`config.mk`:
```
export PLATFORM = sky130hd
export DESIGN_NAME = cpu_axi_bridge
export DESIGN_NICKNAME = d
export VERILOG_FILES = /design/src/rtl/cpu_axi_bridge.sv
export SDC_FILE = /design/constraint.sdc
export NUM_CORES = 1
export LEC_CHECK = 0
export BUFFER_PORTS_ARGS = -buffer_cell sky130_fd_sc_hd__buf_2
export CAP_MARGIN = 0
export CORE_AREA = 5 5 156 158
export DETAILED_ROUTE_END_ITERATION = 10
export DIE_AREA = 0 0 161 163
export PLACE_DENSITY = 0.77
export SETUP_SLACK_MARGIN = 0.1
export SYNTH_ARGS = -nofsm -noshare
export SYNTH_HDL_FRONTEND = slang
export SYNTH_SLANG_ARGS = --single-unit
```
`constraint.sdc`:
```
create_clock -name clk -period 2.9 [get_ports clk]
set_input_delay 0.435 -clock clk [delete_from_list [all_inputs] [get_ports clk]]
set_output_delay 0.435 -clock clk [all_outputs]
set_load 0.005 [all_outputs]
```
`src/rtl/cpu_axi_bridge.sv`:
```
// Bridges NUM_RD_CH sram-like read ports and one sram-like write port onto a
// single AXI master. Single-beat transfers; one outstanding read per port.
module cpu_axi_bridge #(
  parameter int NUM_RD_CH = 2,
  parameter int ID_W      = 4
) (
  input  logic                      clk,
  input  logic                      resetn,
  input  logic [NUM_RD_CH-1:0]      rd_req,
  input  logic [32*NUM_RD_CH-1:0]   rd_addr,
  input  logic [2*NUM_RD_CH-1:0]    rd_size,
  output logic [NUM_RD_CH-1:0]      rd_addr_ok,
  output logic [NUM_RD_CH-1:0]      rd_data_ok,
  output logic [32*NUM_RD_CH-1:0]   rd_rdata,
  input  logic                      wr_req,
  input  logic [31:0]               wr_addr,
  input  logic [1:0]                wr_size,
  input  logic [3:0]                wr_wstrb,
  input  logic [31:0]               wr_wdata,
  output logic                      wr_addr_ok,
  output logic                      wr_data_ok,
  output logic [ID_W-1:0]           arid,
  output logic [31:0]               araddr,
  output logic [7:0]                arlen,
  output logic [2:0]                arsize,
  output logic [1:0]                arburst,
  output logic                      arlock,
  output logic [3:0]                arcache,
  output logic [2:0]                arprot,
  output logic                      arvalid,
  input  logic                      arready,
  input  logic [ID_W-1:0]           rid,
  input  logic [31:0]               rdata,
  input  logic                      rvalid,
  output logic                      rready,
  output logic [ID_W-1:0]           awid,
  output logic [31:0]               awaddr,
  output logic [7:0]                awlen,
  output logic [2:0]                awsize,
  output logic [1:0]                awburst,
  output logic                      awlock,
  output logic [3:0]                awcache,
  output logic [2:0]                awprot,
  output logic                      awvalid,
  input  logic                      awready,
  output logic [31:0]               wdata,
  output logic [3:0]                wstrb,
  output logic                      wlast,
  output logic                      wvalid,
  input  logic                      wready,
  input  logic                      bvalid,
  output logic                      bready,
  output logic [NUM_RD_CH-1:0]      o_dbg_rd_state,
  output logic [1:0]                o_dbg_wr_state
);

  localparam logic       R_IDLE = 1'b0;
  localparam logic       R_WAIT = 1'b1;
  localparam logic [1:0] W_IDLE = 2'd0;
  localparam logic [1:0] W_SEND = 2'd1;
  localparam logic [1:0] W_RESP = 2'd2;

  logic [NUM_RD_CH-1:0]    r_rd_state;
  logic [32*NUM_RD_CH-1:0] r_rdata;
  logic                    r_arvalid;
  logic [ID_W-1:0]         r_arid;
  logic [31:0]             r_araddr;
  logic [1:0]              r_arsize;
  logic [1:0]              r_wr_state;
  logic [31:0]             r_wr_addr;
  logic [31:0]             r_wr_wdata;
  logic [1:0]              r_wr_size;
  logic [3:0]              r_wr_wstrb;
  logic                    r_awvalid;
  logic                    r_wvalid;

  logic                    w_wr_accept;
  logic                    w_ar_hs;
  logic                    w_ar_free;
  logic                    w_sel_valid;
  logic [ID_W-1:0]         w_sel_idx;
  logic [31:0]             w_sel_addr;
  logic [1:0]              w_sel_size;
  logic [NUM_RD_CH-1:0]    w_cand;
  logic [NUM_RD_CH-1:0]    w_hit;

  // Every AXI channel transfers in a cycle where valid && ready; valid is held
  // with stable payload until that cycle and never waits on ready.
  assign w_wr_accept = wr_req && (r_wr_state == W_IDLE);
  assign w_ar_hs     = r_arvalid && arready;
  assign w_ar_free   = !r_arvalid || arready;

  for (genvar gi = 0; gi < NUM_RD_CH; gi++) begin : g_port
    logic [31:0] w_a;
    logic        w_haz;
    assign w_a   = rd_addr[32*gi +: 32];
    // Same-word reads wait for the pending write, including one accepted now.
    assign w_haz = ((r_wr_state != W_IDLE) && (w_a[31:2] == r_wr_addr[31:2])) ||
                   (w_wr_accept && (w_a[31:2] == wr_addr[31:2]));
    assign w_cand[gi] = rd_req[gi] && (r_rd_state[gi] == R_IDLE) && !w_haz &&
                        !(r_arvalid && (r_arid == ID_W'(gi)));
    assign w_hit[gi]      = rvalid && (rid == ID_W'(gi)) && (r_rd_state[gi] == R_WAIT);
    assign rd_addr_ok[gi] = w_ar_hs && (r_arid == ID_W'(gi));
    assign rd_data_ok[gi] = w_hit[gi];
    assign rd_rdata[32*gi +: 32] = w_hit[gi] ? rdata : r_rdata[32*gi +: 32];
  end

  always_comb begin
    w_sel_valid = 1'b0;
    w_sel_idx   = '0;
    w_sel_addr  = '0;
    w_sel_size  = '0;
    for (int i = 0; i < NUM_RD_CH; i++) begin
      if (w_cand[i]) begin
        w_sel_valid = 1'b1;
        w_sel_idx   = ID_W'(i);
        w_sel_addr  = rd_addr[32*i +: 32];
        w_sel_size  = rd_size[2*i +: 2];
      end
    end
  end

  always_ff @(posedge clk) begin
    if (!resetn) begin
      r_rd_state <= '0;
      r_rdata    <= '0;
    end else begin
      for (int i = 0; i < NUM_RD_CH; i++) begin
        if (rd_addr_ok[i]) begin
          r_rd_state[i] <= R_WAIT;
        end else if (w_hit[i]) begin
          r_rd_state[i]        <= R_IDLE;
          r_rdata[32*i +: 32]  <= rdata;
        end
      end
    end
  end

  // A new port may be offered in the same cycle the previous AR completes.
  always_ff @(posedge clk) begin
    if (!resetn) begin
      r_arvalid <= 1'b0;
      r_arid    <= '0;
      r_araddr  <= '0;
      r_arsize  <= '0;
    end else if (w_ar_free) begin
      r_arvalid <= w_sel_valid;
      if (w_sel_valid) begin
        r_arid   <= w_sel_idx;
        r_araddr <= w_sel_addr;
        r_arsize <= w_sel_size;
      end
    end
  end

  always_ff @(posedge clk) begin
    if (!resetn) begin
      r_wr_state <= W_IDLE;
      r_wr_addr  <= '0;
      r_wr_wdata <= '0;
      r_wr_size  <= '0;
      r_wr_wstrb <= '0;
      r_awvalid  <= 1'b0;
      r_wvalid   <= 1'b0;
    end else begin
      case (r_wr_state)
        W_IDLE: begin
          if (wr_req) begin
            r_wr_addr  <= wr_addr;
            r_wr_wdata <= wr_wdata;
            r_wr_size  <= wr_size;
            r_wr_wstrb <= wr_wstrb;
            r_awvalid  <= 1'b1;
            r_wvalid   <= 1'b1;
            r_wr_state <= W_SEND;
          end
        end
        W_SEND: begin
          if (awready) r_awvalid <= 1'b0;
          if (wready)  r_wvalid  <= 1'b0;
          if ((!r_awvalid || awready) && (!r_wvalid || wready)) r_wr_state <= W_RESP;
        end
        W_RESP: begin
          if (bvalid) r_wr_state <= W_IDLE;
        end
        default: r_wr_state <= W_IDLE;
      endcase
    end
  end

  assign wr_addr_ok = w_wr_accept;
  assign wr_data_ok = (r_wr_state == W_RESP) && bvalid;
  assign bready     = (r_wr_state == W_RESP);

  assign arid    = r_arid;
  assign araddr  = r_araddr;
  assign arsize  = {1'b0, r_arsize};
  assign arvalid = r_arvalid;
  assign arlen   = 8'd0;
  assign arburst = 2'b01;
  assign arlock  = 1'b0;
  assign arcache = 4'd0;
  assign arprot  = 3'd0;
  assign rready  = 1'b1;

  assign awid    = '0;
  assign awaddr  = r_wr_addr;
  assign awsize  = {1'b0, r_wr_size};
  assign awvalid = r_awvalid;
  assign awlen   = 8'd0;
  assign awburst = 2'b01;
  assign awlock  = 1'b0;
  assign awcache = 4'd0;
  assign awprot  = 3'd0;
  assign wdata   = r_wr_wdata;
  assign wstrb   = r_wr_wstrb;
  assign wlast   = 1'b1;
  assign wvalid  = r_wvalid;

  assign o_dbg_rd_state = r_rd_state;
  assign o_dbg_wr_state = r_wr_state;

endmodule

```
==> results.py, run 1 <==
metrics = {
    "status": {
        "status": "complete, no violations",
    },
    "die": {
        "die_w_um": 161,
        "dieHeight_um": 163,
        "initial_core_util": 0.4141,
        "rows": 56,
        "core-area_sq_um": 22980,
        "io_pins": 414,
        "die-area_sq_um": 26240,
    },
    "synthesis": {
        "synthTopCellsByArea": "dfxtp_1 37%, nand2_1 12%, a21boi_0 8.3%",
        "syn_area_sq_um": 9518,
        "synth-async-reset-ratio": 0,
        "yosysTopAreaCellShare": 0.3702,
        "yosysSeqAreaShare": 0.3702,
        "ys_ff_latch": 176,
        "avgSynthCellArea_sq_um": 8.364,
        "syn_inst": 1138,
        "synth_cell_type_count": 41,
        "synth_edf_count": 0,
        "synth_flop_cell": "dfxtp_1",
        "yosysTopAreaCell": "dfxtp_1",
        "yosysWarnings": 0,
    },
    "setup_path": {
        "critPathMaxFanout": 9,
        "endpoint_kind": "register",
        "slowest_stage": "dfxtp_1",
        "worst-endpoint-required_ps": 3220,
        "crit_path_cell_trace": "nor2_1, nor4_1, buf_4, nand4_1, nor4_2, a211oi_2, and3_2, buf_4, a221oi_1",
        "critPathKind": "register to register",
        "crit_arrival_ps": 2890,
        "r2r_cells": 9,
        "cp_common_cell": "buf_4",
        "critPathMaxStageDelay_ps": 440,
        "rrSetupSlack_ps": 330,
        "r2r_end": "araddr[12]",
        "start_kind": "register",
        "r2r-start": "o_dbg_wr_state[0]",
    },
    "global_routing": {
        "grt.total_usage": 0.2372,
        "antenna_found_initial": 4,
        "first_global_vias": 8951,
        "grt_max_degree": 76,
        "grt_first_pass_wirelength_um": 49450,
        "overflow": 0,
    },
    "worst_hold_path": {
        "min_from": "wr_size[1]",
        "whs_path_depth": 3,
        "hold_end": "r_wr_size[1]",
        "hold_class": "input pin to register",
    },
    "detailed_routing": {
        "drcViolationCount": 0,
        "drt_wl_total_um": 32530,
        "drt_first_pass_iters": 5,
        "drtAntennaViolNets": 0,
        "dr.first_iter.drc_count": 583,
        "avgViaCountPerCell": 5.071,
        "num_vias": 9027,
        "post_drt_wl_per_cell_um": 18.27,
    },
    "sta": {
        "min_period_ps": 2567,
        "tightest_slew_ps": 660.2,
        "finalMaxSlewViolations": 0,
        "rsz0062_at_grt": "no",
        "slew-limit-headroom": 0.5599,
        "tns_ps": 0,
        "fin_skew_ps": 12.08,
        "min_period_over_period": 0.8852,
        "finalSetupViolations": 0,
        "finalHoldViolCount": 0,
        "fmax_mhz": 389.5,
    },
    "pwr": {
        "leakagePower_uw": 0.006053,
        "ir_drop_mv": 0.3662,
        "pwr-share-comb": 0.197,
        "p_sw_uw": 1987,
        "fin_total_pwr_uw": 6241,
        "sw_frac_of_total": 0.3184,
        "pwr-share-seq": 0.434,
        "p_int_uw": 4254,
        "clock_power_share": 0.369,
        "powerDensity_nw_per_um2": 519.7,
    },
    "cells_and_area": {
        "nets": 1660,
        "drive_above_1_share": 0.3284,
        "areaGrowthSynthToFinish_pct": 26.16,
    },
    "clocking": {
        "cts.repair.resized": 0,
        "clock_sinks": 176,
        "path_clk_slew_ps": 80,
        "clock_latency_ps": 430,
        "cts-root-buf": "clkbuf_16",
        "postCtsHoldBufs": 0,
        "htreeDepth": 4,
        "numCtsBuffers": 17,
        "cts_tree": "built",
        "post-cts-setup-buffer-count": 0,
        "clockBufferDepth": 2,
    },
    "place": {
        "io_buffers": 366,
        "routabilityCongestion": 1.023,
        "hpwl_um": 24940,
    },
    "job": {
        "cap_violations": 0,
    },
}
## synthesized netlist by cell type, types with 4 or more instances
library cell  count
buf_4            47
a221oi_1          4
a221oi_2         30
o211a_1          32
mux2_2           32
nand2_1         305
nand3_1           5
xor2_1           40
buf_1             7
clkbuf_1         51
o21ai_0          34
nand2b_1         35
nor4_1           14
inv_1            77
nand4_1          22
a21boi_0        105
nor2_1            6
dfxtp_1         176
xnor2_1          80
## per-layer routing
metal | global-route usage | share of wire | up-vias | routed length (um)
li1 | - | - | 4334 | -
met1 | 0.2697 | 0.38 | 4239 | 12430
met2 | 0.4156 | 0.50 | 383 | 16130
met3 | 0.07188 | 0.083 | 67 | 2708
met4 | 0.09849 | 0.038 | 4 | 1230
met5 | 0 | 0.00083 | - | 27
## layout by cell type (no fill, tap or decap), drive strengths merged, types with 34 or more instances in the layout
| cell | count |
|---|---|
| buf | 386 |
| xor2 | 40 |
| o21ai | 34 |
| conb | 47 |
| dfxtp | 176 |
| a221oi | 34 |
| nand2 | 305 |
| inv | 87 |
| xnor2 | 80 |
| a21boi | 106 |
| nand2b | 35 |
## through the flow
stage               area [sq um]  cells  utilization  hold WS, ps  setup WS (ps)
finish                     12010   1780       0.5225        252.1          332.8
global route               12010   1780       0.5225        240.7          108.4
CTS                        12000   1779       0.5221        228.7          320.0
detailed placement         11430   1747       0.4974        448.9          262.2
global placement           11430   1747       0.4974        443.2          295.5
floorplan                   9687   1183            -        437.5          686.4
## cell type report
type | count | area (sq um)
Antenna cell | 1 | 2.502
Clock buffer | 17 | 425.4
Clock inverter | 15 | 142.6
Fill cell | 2173 | 10970
Inverter | 78 | 292.8
Multi-Input combinational cell | 817 | 5211
Sequential cell | 176 | 3523
Tap cell | 290 | 362.8
Timing Repair Buffer | 386 | 2047
## registers in the layout, summed over array words and instances, names as in the netlist
register and count:
r_rdata 64, araddr 32, awaddr 32, wdata 32
wstrb 4, o_dbg_rd_state 2, o_dbg_wr_state 2, r_arsize 2
r_wr_size 2, arid 1, arvalid 1, awvalid 1
wvalid 1
## worst max-delay path by stage
stage	start	depth (start not counted)	slack (ps)	to
global placement	rd_addr[23]	9	300	araddr[13]
CTS	o_dbg_wr_state[0]	9	320	araddr[12]
detailed placement	rd_addr[26]	9	260	araddr[12]
global route	o_dbg_wr_state[1]	8	110	araddr[12]
floorplan	rd_addr[45]	8	690	araddr[15]
finish	o_dbg_wr_state[0]	9	330	araddr[12]
## critical path, delay by kind of cell, from the launching register on
kind            cells  cell delay (ps)
buf+inv             2              370
simple gates        5             1260
flops               1              440
compound gates      2              380
## power groups by stage
stage | logic [uW] | clock network [uW] | registers [uW]
after floorplan | 704 | 0 | 2750
after global placement | 1210 | 0 | 2750
after detailed placement | 1220 | 0 | 2760
after CTS | 1230 | 2340 | 2710
after global routing | 1340 | 2440 | 2730
final | 1230 | 2300 | 2710
## logic make-up (layout without fill, tap and decap cells)
logic type,count (synthesis),in the layout,share of synthesized area
compound gates,214,214,0.1938
xor+xnor,120,120,0.1104
buf+inv,190,496,0.1011
flops,176,176,0.3702
mux,32,32,0.03786
other cells,2,48,0.0007890
simple gates,404,404,0.1859
Power figures use the tool's default switching activity.
==> run 2: changes to the inputs <==
--- a/config.mk
+++ b/config.mk
@@ -7,10 +7,10 @@
 export LEC_CHECK = 0
 export BUFFER_PORTS_ARGS = -buffer_cell sky130_fd_sc_hd__buf_2
 export CAP_MARGIN = 0
-export CORE_AREA = 5 5 156 158
+export CORE_AREA = 5 5 159 161
 export DETAILED_ROUTE_END_ITERATION = 10
-export DIE_AREA = 0 0 161 163
-export PLACE_DENSITY = 0.77
+export DIE_AREA = 0 0 164 166
+export PLACE_DENSITY = 0.75
 export SETUP_SLACK_MARGIN = 0.1
 export SYNTH_ARGS = -nofsm -noshare
 export SYNTH_HDL_FRONTEND = slang
==> constraint.sdc (replaced) <==
create_clock -name clk -period 3 [get_ports clk]
set_input_delay 0.45 -clock clk [delete_from_list [all_inputs] [get_ports clk]]
set_output_delay 0.45 -clock clk [all_outputs]
set_load 0.005 [all_outputs]
==> run 2 against run 1 <==
- final cell count increased by 2.1%
- non-clock buffer count increased by 1
- combinational power about the same
- sequential cell count unchanged
- total power decreased by 2.7%
- die area increased by 3.7%
- clock skew increased by 3.5 ps
- wire length increased by 3.1%
- critical path depth decreased by 4
- register-to-register slack about the same
- critical endpoint is now wr_addr_ok
- largest cell class unchanged
- highest routed layer unchanged
==> results.py, run 2 (synthesized netlist as in run 1, its figures left out) <==
metrics = {
    "status": {
        "status": "complete, no violations",
    },
    "place": {
        "io_buffers": 366,
        "hpwl_um": 25870,
        "routabilityCongestion": 0.9916,
        "placed_area_sq_um": 11460,
    },
    "die": {
        "die-area_sq_um": 27220,
        "dieHeight_um": 166,
        "core-area_sq_um": 23820,
        "rows": 57,
        "initial_core_util": 0.3996,
        "die_w_um": 164,
        "io_pins": 414,
    },
    "worst_hold_path": {
        "hold_class": "input pin to register",
    },
    "clocking": {
        "clock_sinks": 176,
        "postCtsHoldBufs": 0,
        "clockBufferDepth": 2,
        "clock_latency_ps": 420,
        "cts_tree": "built",
        "numCtsBuffers": 17,
        "cts-root-buf": "clkbuf_16",
        "htreeDepth": 4,
        "path_clk_slew_ps": 80,
    },
    "global_routing": {
        "grt.total_usage": 0.2355,
        "grt_first_pass_wirelength_um": 50850,
        "grt_max_degree": 72,
        "overflow": 0,
        "antenna_found_initial": 6,
        "first_global_vias": 9138,
    },
    "setup_path": {
        "critPathKind": "register to primary output",
        "start_kind": "register",
        "startpoint": "o_dbg_wr_state[0]",
        "critPathMaxFanout": 71,
        "r2r_cells": 9,
        "crit_arrival_ps": 2220,
        "r2r-start": "o_dbg_wr_state[0]",
        "endpoint_kind": "primary output",
        "crit_end": "wr_addr_ok",
        "worst-endpoint-required_ps": 2550,
        "rrSetupSlack_ps": 330,
        "r2r_end": "araddr[8]",
    },
    "detailed_routing": {
        "post_drt_wl_per_cell_um": 18.45,
        "drt_first_pass_iters": 6,
        "drcViolationCount": 0,
        "dr.first_iter.drc_count": 755,
        "drtAntennaViolNets": 0,
        "num_vias": 9289,
        "drt_wl_total_um": 33530,
        "avgViaCountPerCell": 5.112,
    },
    "cells_and_area": {
        "multiInputGateArea_sq_um": 5211,
        "top_register": "r_rdata",
        "nets": 1661,
        "areaGrowthSynthToFinish_pct": 26.62,
        "fin_area_sq_um": 12050,
        "largest_register_ffs": 64,
        "final_cell_mix": "365 x buf_2, 304 x nand2_1, 176 x dfxtp_1",
        "fill_cells": 2375,
        "register_area_sq_um": 3523,
        "drive_above_1_share": 0.3275,
        "layout_commonest_cell": "buf_2",
    },
    "sta": {
        "tightest_slew_ps": 649.3,
        "fmax_mhz": 373.9,
        "tns_ps": 0,
        "finalSetupViolations": 0,
        "min_period_ps": 2675,
        "fin_skew_ps": 15.57,
        "rsz0062_at_grt": "no",
        "min_period_over_period": 0.8915,
        "slew-limit-headroom": 0.5645,
        "finalHoldViolCount": 0,
        "finalMaxSlewViolations": 0,
    },
    "pwr": {
        "sw_frac_of_total": 0.3104,
        "pwr-share-comb": 0.199,
        "p_int_uw": 4186,
        "ir_drop_mv": 0.3122,
        "powerDensity_nw_per_um2": 503.7,
        "p_sw_uw": 1884,
        "clock_power_share": 0.370,
        "pwr-share-seq": 0.431,
        "leakagePower_uw": 0.006044,
    },
    "job": {
        "cap_violations": 0,
    },
}
## run 2: cell type report
cell class / instances / share of cell area
inverter: 78 / 0.02429
clock buffer: 19 / 0.03592
sequential: 176 / 0.2924
timing repair buffer: 387 / 0.1687
clock inverter: 13 / 0.01204
multi-input combinational: 817 / 0.4324
antenna: 3 / 0.0006229
tap: 324 / 0.03364
## run 2: power by group through the flow
stage                     logic [uW]  clock network (uW)  registers [uW]
after detailed placement        1200                   0            2670
after global placement          1180                   0            2660
after CTS                       1200                2300            2620
final                           1210                2250            2620
after floorplan                  681                   0            2660
after global routing            1310                2400            2640
## run 2: repair_timing
action / CTS / global route
setup buffers: 0 / 0
gates resized for setup: 1 / 1
pin swaps: 0 / 0
endpoints found under the setup margin: 1 / 15
## run 2: stage by stage
step           hold slack (ps)  cells  worst slack [ps]  power (uW)    util
2_1_floorplan            437.5   1183             771.4        3337       -
3_3_place_gp             443.1   1782             242.6        3846  0.4809
3_5_place_dp             450.1   1782             230.1        3866  0.4809
4_1_cts                  248.9   1814             247.0        6116  0.5054
5_1_grt                  250.2   1817             152.4        6341  0.5059
6_report                 274.5   1817             325.4        6071  0.5059
## run 2: worst min-delay path by stage
stage | from | end | slack [ps] | depth (start not counted)
after floorplan | r_rdata[0] | r_rdata[0] | 440 | 2
after global placement | r_rdata[7] | r_rdata[7] | 440 | 2
after detailed placement | araddr[17] | araddr[17] | 450 | 2
after CTS | wr_wdata[20] | wdata[20] | 250 | 3
after global routing | wr_wdata[20] | wdata[20] | 250 | 3
final | wr_wdata[20] | wdata[20] | 270 | 3
## run 2: worst max-delay path, stage by stage (launching register included)
cell and delay, ps:
dfxtp_1 370, nor2_1 440, nand2_2 210, inv_2 110
buf_6 450, buf_2 230
## run 2: metal layers
layer | global-route usage | vias up | wire (um)
met5 | 0 | - | 41
met4 | 0.1087 | 6 | 1580
met3 | 0.07322 | 88 | 3207
met2 | 0.4116 | 472 | 16610
met1 | 0.2587 | 4382 | 12090
li1 | - | 4341 | -
